`src/rtl/lz77_dec.sv`:
```
// LZ77 codeword decoder: expands (pos, len, chr) codewords into a byte stream,
// copying from a search-buffer shift register, then emitting the literal.
module lz77_dec #(
  parameter int          SBUF_DEPTH = 9,
  parameter int          POS_W      = 4,
  parameter int          LEN_W      = 4,
  parameter logic [7:0]  END_CHR    = 8'h24
) (
  input  logic             clk,
  input  logic             reset,
  input  logic             code_valid,
  output logic             code_ready,
  input  logic [POS_W-1:0] code_pos,
  input  logic [LEN_W-1:0] code_len,
  input  logic [7:0]       code_chr,
  output logic             out_valid,
  output logic [7:0]       out_chr,
  output logic             finish
);
  typedef enum logic [1:0] {IDLE, COPY, LIT, DONE} state_t;

  state_t                           state, state_nxt;
  logic [SBUF_DEPTH-1:0][7:0]       sbuf;
  logic [POS_W-1:0]                 pos_q;
  logic [LEN_W-1:0]                 len_q, cnt;
  logic [7:0]                       chr_q, rd_chr;
  logic                             acc;

  assign code_ready = (state == IDLE);
  assign acc        = code_valid && code_ready;

  // Positions beyond the buffer fall through to the 8'h00 default.
  always_comb begin
    rd_chr = '0;
    for (int i = 0; i < SBUF_DEPTH; i++)
      if (pos_q == POS_W'(i)) rd_chr = sbuf[i];
  end

  always_ff @(posedge clk) begin
    if (reset) state <= IDLE;
    else       state <= state_nxt;
  end

  always_comb begin
    state_nxt = state;
    case (state)
      IDLE: if (acc) state_nxt = (code_len != '0) ? COPY : LIT;
      COPY: if (cnt == len_q - LEN_W'(1)) state_nxt = LIT;
      LIT:  state_nxt = (chr_q == END_CHR) ? DONE : IDLE;
      DONE: state_nxt = DONE;
      default: state_nxt = IDLE;
    endcase
  end

  always_ff @(posedge clk) begin
    if (reset) begin
      sbuf      <= '0;
      pos_q     <= '0;
      len_q     <= '0;
      chr_q     <= '0;
      cnt       <= '0;
      out_valid <= 1'b0;
      out_chr   <= 8'h00;
      finish    <= 1'b0;
    end else begin
      out_valid <= 1'b0;
      case (state)
        IDLE: if (acc) begin
          pos_q <= code_pos;
          len_q <= code_len;
          chr_q <= code_chr;
          cnt   <= '0;
        end
        // pos_q stays fixed while the buffer shifts, so overlapping copies repeat the pattern.
        COPY: begin
          out_chr   <= rd_chr;
          out_valid <= 1'b1;
          sbuf      <= {sbuf[SBUF_DEPTH-2:0], rd_chr};
          cnt       <= cnt + LEN_W'(1);
        end
        LIT: begin
          out_chr   <= chr_q;
          out_valid <= 1'b1;
          sbuf      <= {sbuf[SBUF_DEPTH-2:0], chr_q};
          if (chr_q == END_CHR) finish <= 1'b1;
        end
        default: ;
      endcase
    end
  end
endmodule

```
`config.mk`:
```
export PLATFORM = sky130hd
export DESIGN_NAME = lz77_dec
export DESIGN_NICKNAME = d
export VERILOG_FILES = /design/src/rtl/lz77_dec.sv
export SDC_FILE = /design/constraint.sdc
export NUM_CORES = 1
export LEC_CHECK = 0
export ABC_CLOCK_PERIOD_IN_PS = 1950
export CAP_MARGIN = 25
export CORE_MARGIN = 5
export CORE_UTILIZATION = 40
export CTS_CLUSTER_SIZE = 25
export DETAILED_ROUTE_END_ITERATION = 12
export HOLD_SLACK_MARGIN = 0.15
export PLACE_DENSITY = 0.67
export SLEW_MARGIN = 20
export SYNTH_ARGS = -nofsm -noshare
export SYNTH_HDL_FRONTEND = slang
export SYNTH_SLANG_ARGS = --single-unit
```
`constraint.sdc`:
```
create_clock -name clk -period 1.95 [get_ports clk]
set_input_delay 0.2925 -clock clk [delete_from_list [all_inputs] [get_ports clk]]
set_output_delay 0.2925 -clock clk [all_outputs]
set_load 0.01 [all_outputs]
```
Word level (Yosys, flattened, before mapping)
Cells that the tools add are included.

word-level totals
  flip-flop bits (word level) = 104
  input bits = 19
  output and inout port bits = 11

operators by class
  $add $sub $neg = 2
  equality and inequality tests = 15
  muxes and demuxes = 19
  reduce and logical (&&, ||, !) cells = 11

operator list
  kind                   number
  $pmux W72 S2           1
  $mux W8                9
  $eq A4 B3 Y1 const B   4
  $pmux W8 S2            1
  $eq A4 B2 Y1 const B   2
  $eq A8 B6 Y1 const B   1
  $mux W2                4
  $pmux W2 S4            1
  $pmux W4 S2            1
  $reduce_and A2 Y1      4
  $add A4 B1 Y4 const B  1
  $eq A2 B2 Y1 const B   2
  $eq A4 B1 Y1 const B   1
  $eq A4 B4 Y1           1
  $eq A4 B4 Y1 const B   1
  $logic_not A4 Y1       1
  $mux W4                1
  $reduce_bool A2 Y1     2
  $reduce_bool A4 Y1     1
  $sub A4 B1 Y4 const B  1
  $eq A2 B1 Y1 const B   1
  $logic_not A2 Y1       1
  $ne A2 B1 Y1 const B   1
  $ne A2 B2 Y1 const B   1
  3 further kinds        3

Depth between registers and ports, before layout
  word-level depth = 11
  depth in mapped cells = 8
  depth with buffers taken out = 7

Least setup slack after synthesis
No wires, ideal clock.

  path type = reg-to-reg
  from = reg state[0]
  to = reg state[1]
  library setup time = 0.128 ns
  arrival = 1.521 ns
  required time = 1.822 ns
  slack = 0.302 ns
  cell stages (with the launch flop) = 8
  path buffers = 0
  clock period less this slack = 1.648 ns
  cells stage by stage = dfxtp_1 -> inv_1 -> ha_1 -> nand2b_1 -> nand3_1 -> o32a_1 -> mux2i_1 -> nor2_1

on the way
  cells in the longest elaborated chain, start to end = 4
  elaborated cells between the ends (all ways) = 9
  those cells by class = eq/ne: 5; mux: 1; reduce/logical: 3

RTL lines
  what                         line  RTL
  start, declared              22    state_t state, state_nxt;
  start signal, assigned       41    else state <= state_nxt;
  $logic_not A2 Y1 *           29    assign code_ready = (state == IDLE);
  via code_ready               12    output logic code_ready,
  $logic_and A1 B1 Y1          30    assign acc = code_valid && code_ready;
  $ne A2 B1 Y1 (no line)       -
  $reduce_and A2 Y1 (no line)  -

Mark *: on every way through the listed nets, which the timed path passes. The rest lies on a longest branch.
A chain may end at the register's enable or synchronous reset.

Final worst setup path
  from = reg state[1]
  to = out code_ready

on the way
  cells in the longest elaborated chain, start to end = 1

RTL lines
  what              line
  $logic_not A2 Y1  29
  end, declared     12

Every way passes these cells.

==> flow_summary.yaml <==
setup_path:
  cp_slowest_cell: "clkdlybuf4s50_1"
  ff2ff_setup_slack_ps: 240
  rr_worst_depth: 6
  worstPathRequired_ps: 1660
  path_delay_family: "buffers and inverters"
  end_kind: "output port"
  cp-startpoint: "state[1]"
  endpoint: "code_ready"
  crit_fanout: 8
  cp-start-kind: "register"
  timing.rr.start: "state[1]"
  critPathArrivalTime_ps: 1590
  crit-reg2reg-capture: "out_chr[4]"
  cp_num_buf_inv: 2
  crit_chain: "inv_1 > ha_4 > clkdlybuf4s50_1"
  path_depth: 3
  worst_path_largest_cell_delay_ps: 540
  path_class: "reg2out"
sta:
  skew_ps: 8.787
  setup_viol: 0
  drv_slew: 0
  rsz0062_at_grt: "no"
  period_share: 0.9631
  worst_pin_slew_ps: 597.2
  hold_ws_ps: 262.8
  finalHoldViolCount: 0
  setup_tns_ps: 0
  finalWorstSetupSlack_ps: 71.93
  relSlewSlack: 0.6001
  max_clock_freq_ghz: 0.5325
  finalCriticalPeriod_ps: 1878
power_and_ir_drop:
  p_leak_uw: 0.001757
  p_sw_uw: 1503
  netSwitchingFraction: 0.3277
  p_comb_frac: 0.282
  p_total_uw: 4586
  power_density_nw_per_um2: 934.1
  p_int_uw: 3083
  p_seq_frac: 0.459
  ir_drop_v: 0.0007730
  clkPwrFrac: 0.260
cells_and_area:
  final_cell_mix: "96 x dfxtp_1, 83 x mux2i_1, 75 x nor2_1, 45 x nand2_1, 36 x a21oi_1"
  fillers: 1044
  syn_to_final_growth_pct: 12.31
  n_antenna_cell: 0
  final_core_util: 0.4549
  multi_input_area_um2: 2175
  nets: 522
  final_common_cell: "dfxtp_1"
  drive_gt1_frac: 0.07570
  regArea_um2: 1922
clocking:
  clock_tree.root_cell: "clkbuf_8"
  cts_setup_buffers: 0
  clk_latency_ps: 370
  cts_tree: "built"
  clk_pin_slew_worst_paths_ps: 90
  clockBufferDepth: 2
  cts_buffers: 9
  htree_num_levels: 3
  holdBufCountCts: 0
  clock-sinks: 96
  ctsResizeCount: 0
placed_design:
  dp_slack_ps: 91.16
  io_buffers: 29
  globalplace.congestion: 0.8430
  dp.final_hpwl_mm: 6.503
die:
  ios: 30
  core-area_um2: 10790
  die_x_um: 114.5
  dieArea_um2: 13120
  start_util: 0.4051
  fp.dieH_um: 114.5
  rows: 38
yosys:
  synthFlopType: "dfxtp_1"
  synth_cells: 484
  synth.distinct_cells: 46
  syn_avg_cell_area_um2: 9.032
  synth_edf_count: 0
  synthesis.area_um2: 4372
  yosys_warnings: 0
  ys_seq_area_frac: 0.4396
  async_flop_share: 0
  ys_ff_latch: 96
  syn_nets: 509
detailed_routing:
  dr_total_vias: 3299
  drtIter0Drc: 250
  post-route-drc-count: 0
  postRouteAntennaNets: 0
  dr.pass1.iters: 5
  routed_via_density: 5.139
  routed_wl_mm: 9.151
  detail_route.wl_per_cell_um: 14.25
global_routing:
  met3_usage: 0.03858
  grt_overflow: 0
  first_global_vias: 3203
  antenna_found_initial: 0
  grt_usage: 0.1476
  grt_max_degree: 55
  grtUsageMet1: 0.1899
  grt_use_met2: 0.2421
  busiest_layer: "met2"
  grt_pass1_wl_mm: 15.46
status:
  outcome: "finished, final reports clean"
worst_hold_path:
  min_path_type: "in2reg"
flow_run:
  drv_cap: 0
cells by family (layout without fill, tap and decap cells):
family / count (synthesis) / count (layout) / share of synthesized area
AO/OA/AOI/OAI: 91 / 91 / 0.1291
XOR/XNOR: 6 / 6 / 0.01202
adder cells (fa/ha/maj): 6 / 6 / 0.01717
buffers and inverters: 58 / 76 / 0.06640
flip-flops: 96 / 96 / 0.4396
multiplexers: 83 / 83 / 0.1900
AND/OR/NAND/NOR: 144 / 144 / 0.1457
flip-flops by register name, indices dropped and copies added, names as in the netlist:
name / count
sbuf: 64
pos_q: 4
state: 2
chr_q: 8
finish: 1
cnt: 4
len_q: 4
out_chr: 8
out_valid: 1
power by group through the flow:
stage | registers [µW] | logic, µW | clock network, µW
2_1_floorplan | 2120 | 998 | 0
3_3_place_gp | 2140 | 1280 | 0
3_5_place_dp | 2150 | 1300 | 0
4_1_cts | 2100 | 1300 | 1220
5_1_grt | 2110 | 1400 | 1290
6_report | 2100 | 1290 | 1190
routing by layer:
layer  up-vias  routed length (µm)  share of wire
met3        11                 407          0.044
met1      1550                4368           0.48
met2        57                4260           0.47
met4         0                 114          0.012
li1       1681                   -              -
met5         -                   0              0
metrics by stage:
step / instance area (µm²) / cells
after floorplan: 4372 / 484
after global placement: 4736 / 626
after detailed placement: 4736 / 626
after CTS: 4907 / 642
after global routing: 4910 / 642
final: 4910 / 642
worst register-to-register path: stages (launching register included):
cell	delay (ps)
dfxtp_1	390
inv_1	110
ha_4	320
o31ai_4	90
nor2_1	360
o21ai_0	200
o21ai_1	170
layout make-up:
| class | instances | share of cell area |
|---|---|---|
| repair buffers | 43 | 0.08206 |
| well taps | 140 | 0.03568 |
| clock buffers | 10 | 0.02599 |
| flip-flops and latches | 96 | 0.3914 |
| multi-input cells | 330 | 0.4429 |
| inverters | 17 | 0.01300 |
| clock inverters | 6 | 0.008919 |
worst min-delay path by stage:
stage	slack, ps	end	depth (start not counted)	start
global placement	450	finish	2	finish
floorplan	430	chr_q[0]	2	code_chr[0]
finish	260	sbuf[70]	2	reset
global route	270	sbuf[46]	2	reset
detailed placement	440	finish	2	finish
CTS	250	sbuf[62]	2	reset
synthesized netlist by cell type (all sizes together) (4+ instances only):
cell | number | area, µm²
a21oi | 36 | 180.2
a221o | 6 | 60.06
and2 | 4 | 27.53
buf | 28 | 177.7
clkbuf | 13 | 48.80
dfxtp | 96 | 1922
ha | 6 | 75.07
inv | 17 | 63.81
mux2i | 83 | 830.8
nand2 | 45 | 168.9
nand3 | 4 | 20.02
nor2 | 75 | 281.5
o21ai | 29 | 145.1
o22a | 7 | 61.31
xnor2 | 4 | 35.03
(Power assumes the default switching activity.)
==> edit 1: new RTL, same settings <==
Re-encode `state_t` (4 states) as one-hot, 4 bits wide.
--- a/src/rtl/lz77_dec.sv
+++ b/src/rtl/lz77_dec.sv
@@ -17,7 +17,7 @@
   output logic [7:0]       out_chr,
   output logic             finish
 );
-  typedef enum logic [1:0] {IDLE, COPY, LIT, DONE} state_t;
+  typedef enum logic [3:0] {IDLE = 4'b0001, COPY = 4'b0010, LIT = 4'b0100, DONE = 4'b1000} state_t;
 
   state_t                           state, state_nxt;
   logic [SBUF_DEPTH-1:0][7:0]       sbuf;
Formal check against the unedited RTL: same outputs for any inputs over 10 cycles, from zero or initial values and one cycle with reset high; not proved beyond that.
==> edit 1 against the original RTL <==
- register-to-register slack got worse by 0.13 ns
- via count rose by 19%
- setup slack improved by 0.027 ns
- final area up 5.2%
- sequential cell count grew 2
- wire length up 18%
- area after synthesis rose by 1.7%
- fmax up 1.4%
Power is not compared: it rests on default switching activity, and its combinational part moved more than twofold at a synthesized area within 25%.
==> edit 1: results <==
[synth]
synthCells = 572
synth.distinct_cells = 51
synthTopCellsByCount = nand2_1 (174), dfxtp_1 (98), a21oi_1 (93)
synth_adder_area_share = 0.005627
yosysSeqAreaShare = 0.4412
synth_nets = 593
synthTopCellsByArea = dfxtp_1 (44%), nand2_1 (15%), a21oi_1 (10%)
synth_xor_area_frac = 0.01576
synth_compound_area_frac = 0.1998

[layout]
drive_gt1_frac = 0.1091
finalNonFillerCells = 736
area_growth_pct = 16.18
fillCellCount = 1054
multiInputCombCellCount = 413
multi_input_area_share = 0.4357
inverters_excl_clock = 9
final_nets = 612
clkbuf_count = 11
clkCellAreaFrac = 0.03609
seq_area_frac = 0.3805
buf_share = 0.1073

[sta]
skew_ns = 0.01699
tightest_slew_ns = 0.5861

[detailed_routing]
dr.first_iter.drc_count = 389
met3WireLength_um = 637
wl_met2_mm = 5.065
wl_per_cell_um = 14.72
firstDrtPassIters = 4
met1_length_mm = 4.899
via_per_inst = 5.322

[clock_tree]
clock_sinks = 98

[global_route]
grt_first_pass_wirelength_mm = 17.75
grt_max_degree = 37
use_met2 = 0.2519
use_met1 = 0.2318
grtUsageMet3 = 0.02663
first_global_vias = 3549
grt_usage = 0.1663

[placement]
dp.cells = 714
pre_cts_slack_ns = 0.04462
globalplace.congestion = 0.8467
place_area_mm2 = 0.004896
hpwl_mm = 7.469

[critical_path]
cp_slowest_cell = dfxtp_1
ff2ff_path_depth = 4
slowest_delay_ns = 0.38
r2r_setup_slack_ns = 0.11
crit_fanout = 5
critPathArrivalTime_ns = 1.56
rr_startpoint = pos_q[2]

[worst_hold_path]
whs_endpoint = finish

[status]
outcome = finished clean
-- edit 1: cell count changes after synthesis, moves of 8 or more --
cell	delta
a21oi_1	+57
o21ai_1	-12
nand2_1	+129
clkbuf_1	+10
nor2_1	-57
nor3_1	+8
mux2i_1	-73
-- edit 1: worst max-delay path by stage --
stage                     slack (ns)  cells past startpoint  startpoint    endpoint
after floorplan                 0.12                      5    pos_q[2]  out_chr[0]
after global placement          0.10                      4    state[1]  out_chr[4]
after detailed placement        0.04                      4    state[3]  out_chr[2]
after CTS                       0.03                      5    state[3]    sbuf[18]
after global routing          -0.008                      3    state[2]  code_ready
final                            0.1                      3    state[2]  code_ready
-- edit 1: logic make-up (layout without fill, tap and decap cells) --
kind of cell             Yosys count  after routing
flip-flops                        98             98
AND/OR/NAND/NOR                  243            244
buffers and inverters             62             85
multiplexers                      10             10
AO/OA/AOI/OAI                    149            149
XOR/XNOR                           8              8
adder cells (fa/ha/maj)            2              2
==> edit 2: new RTL, same settings <==
Without the edit above. Change the parameter `SBUF_DEPTH` from 9 to 10.
--- a/src/rtl/lz77_dec.sv
+++ b/src/rtl/lz77_dec.sv
@@ -1,7 +1,7 @@
 // LZ77 codeword decoder: expands (pos, len, chr) codewords into a byte stream,
 // copying from a search-buffer shift register, then emitting the literal.
 module lz77_dec #(
-  parameter int          SBUF_DEPTH = 9,
+  parameter int          SBUF_DEPTH = 10,
   parameter int          POS_W      = 4,
   parameter int          LEN_W      = 4,
   parameter logic [7:0]  END_CHR    = 8'h24
Function: same outputs for any inputs over 10 cycles, from zero or initial values and one cycle with reset high; that may be too few to reach the edited logic, so the function may still have changed.
==> edit 2 against the original RTL <==
- area after synthesis increased by 11%
- power increased by 32%
- first-iteration DRC count increased by 19%
- sequential cell count increased by 8
- clock power increased by 62%
- wire length increased by 16%
- core utilization increased by 1.3 points
- final area increased by 14%
- setup slack improved by 0.040 ns
- critical endpoint is now out_chr[4]
==> edit 2: results <==
[status]
outcome = finished clean

[placement]
dp.cells = 676
place_area_mm2 = 0.005251
globalplace.congestion = 0.8431
pre_cts_slack_ns = 0.07543
hpwl_mm = 7.332

[detailed_routing]
routed-via-count = 3727
via_per_inst = 5.386
finalWirelength_mm = 10.58
firstDrtPassIters = 4
dr.first_iter.drc_count = 297

[clock_tree]
worst_skew_pair.late_latency_ns = 0.34
clkTransAtPathRegs_ns = 0.07
cts-buffers-inserted = 9
root_buffer = clkbuf_16

[power]
ir_worst_vdd_mv = 0.4809
p_leak_nw = 2.064
power.switching_mw = 1.838

[sta]
tightest_slew_ns = 0.5393
skew_ns = 0.006485

[global_route]
grt_first_pass_wirelength_mm = 17.95
grt_max_degree = 44
use_met2 = 0.2441
grt_usage = 0.1514
grtUsageMet3 = 0.02828
first_global_vias = 3676
use_met1 = 0.2006

[synth]
synth_nets = 551
synth.distinct_cells = 60
synthTopCellsByCount = dfxtp_1 (104), nor2_1 (101), mux2i_1 (82)
synthCells = 526
synthTopCellsByArea = dfxtp_1 (43%), mux2i_1 (17%), nor2_1 (7.8%)
synthArstFlopShare = 0
yosysSeqAreaShare = 0.4305

[layout]
reg_top3 = sbuf x72, chr_q x8, out_chr x8
fillCellCount = 1130
final_nets = 565
drive_gt1_frac = 0.09725
design_area_mm2 = 0.005574

[critical_path]
crit_fanout = 12
slowest_delay_ns = 0.39
cp_slowest_cell = dfxtp_1
critPathArrivalTime_ns = 2.08

[worst_hold_path]
hold_class = in2reg
edit 2: cells by family (layout without fill, tap and decap cells):
kind of cell | after synthesis | count (layout) | share of synthesized area
and+or+nand+nor | 178 | 178 | 0.1625
DFF | 104 | 104 | 0.4305
muxes | 90 | 90 | 0.1907
AOI/OAI and AO/OA | 83 | 83 | 0.1224
buffers and inverters | 58 | 77 | 0.06571
xor gates and xnor gates | 7 | 7 | 0.01268
adders and majority gates | 6 | 6 | 0.01552
edit 2: final timing paths:
path                endpoint      from  slack, ns  cells after the start
setup / recovery  out_chr[4]  pos_q[0]       0.11                      5
hold / removal        cnt[1]     reset       0.39                      2
setup reg to reg  out_chr[4]  pos_q[0]       0.11                      5
hold reg to reg       finish    finish       0.45                      2
edit 2: worst max-delay path, delay by kind of cell, from the launching register on:
kind                   cells  cell delay [ns]
AOI/OAI and AO/OA          3             0.76
DFF                        1             0.39
and+or+nand+nor            1             0.35
buffers and inverters      1             0.23
edit 2: metal layers:
metal,vias up,part of all wire,wire length [um]
li1,1857,-,-
met2,68,0.46,4852
met5,-,0,0
met4,0,0.020,213
met1,1786,0.48,5090
met3,16,0.040,422
edit 2: power groups by stage:
stage | clock, mW | sequential (mW) | combinational [mW]
final | 1.93 | 2.38 | 1.73
after detailed placement | 0 | 2.42 | 1.74
after CTS | 1.98 | 2.37 | 1.74
after global routing | 2.05 | 2.39 | 1.86
after global placement | 0 | 2.42 | 1.71
after floorplan | 0 | 2.36 | 1.37
edit 2: cell type report:
class                      instances  area share
timing repair buffer              50     0.08889
clock buffer                      11     0.04175
sequential                       104      0.3737
inverter                          11    0.007407
clock inverter                     5     0.01549
multi-input combinational        364      0.4397
tap                              147     0.03300
edit 2: repair_timing:
action                     in CTS  in global routing
buffers inserted                0                  0
resized for setup               0                  2
setup endpoints to repair       0                  5
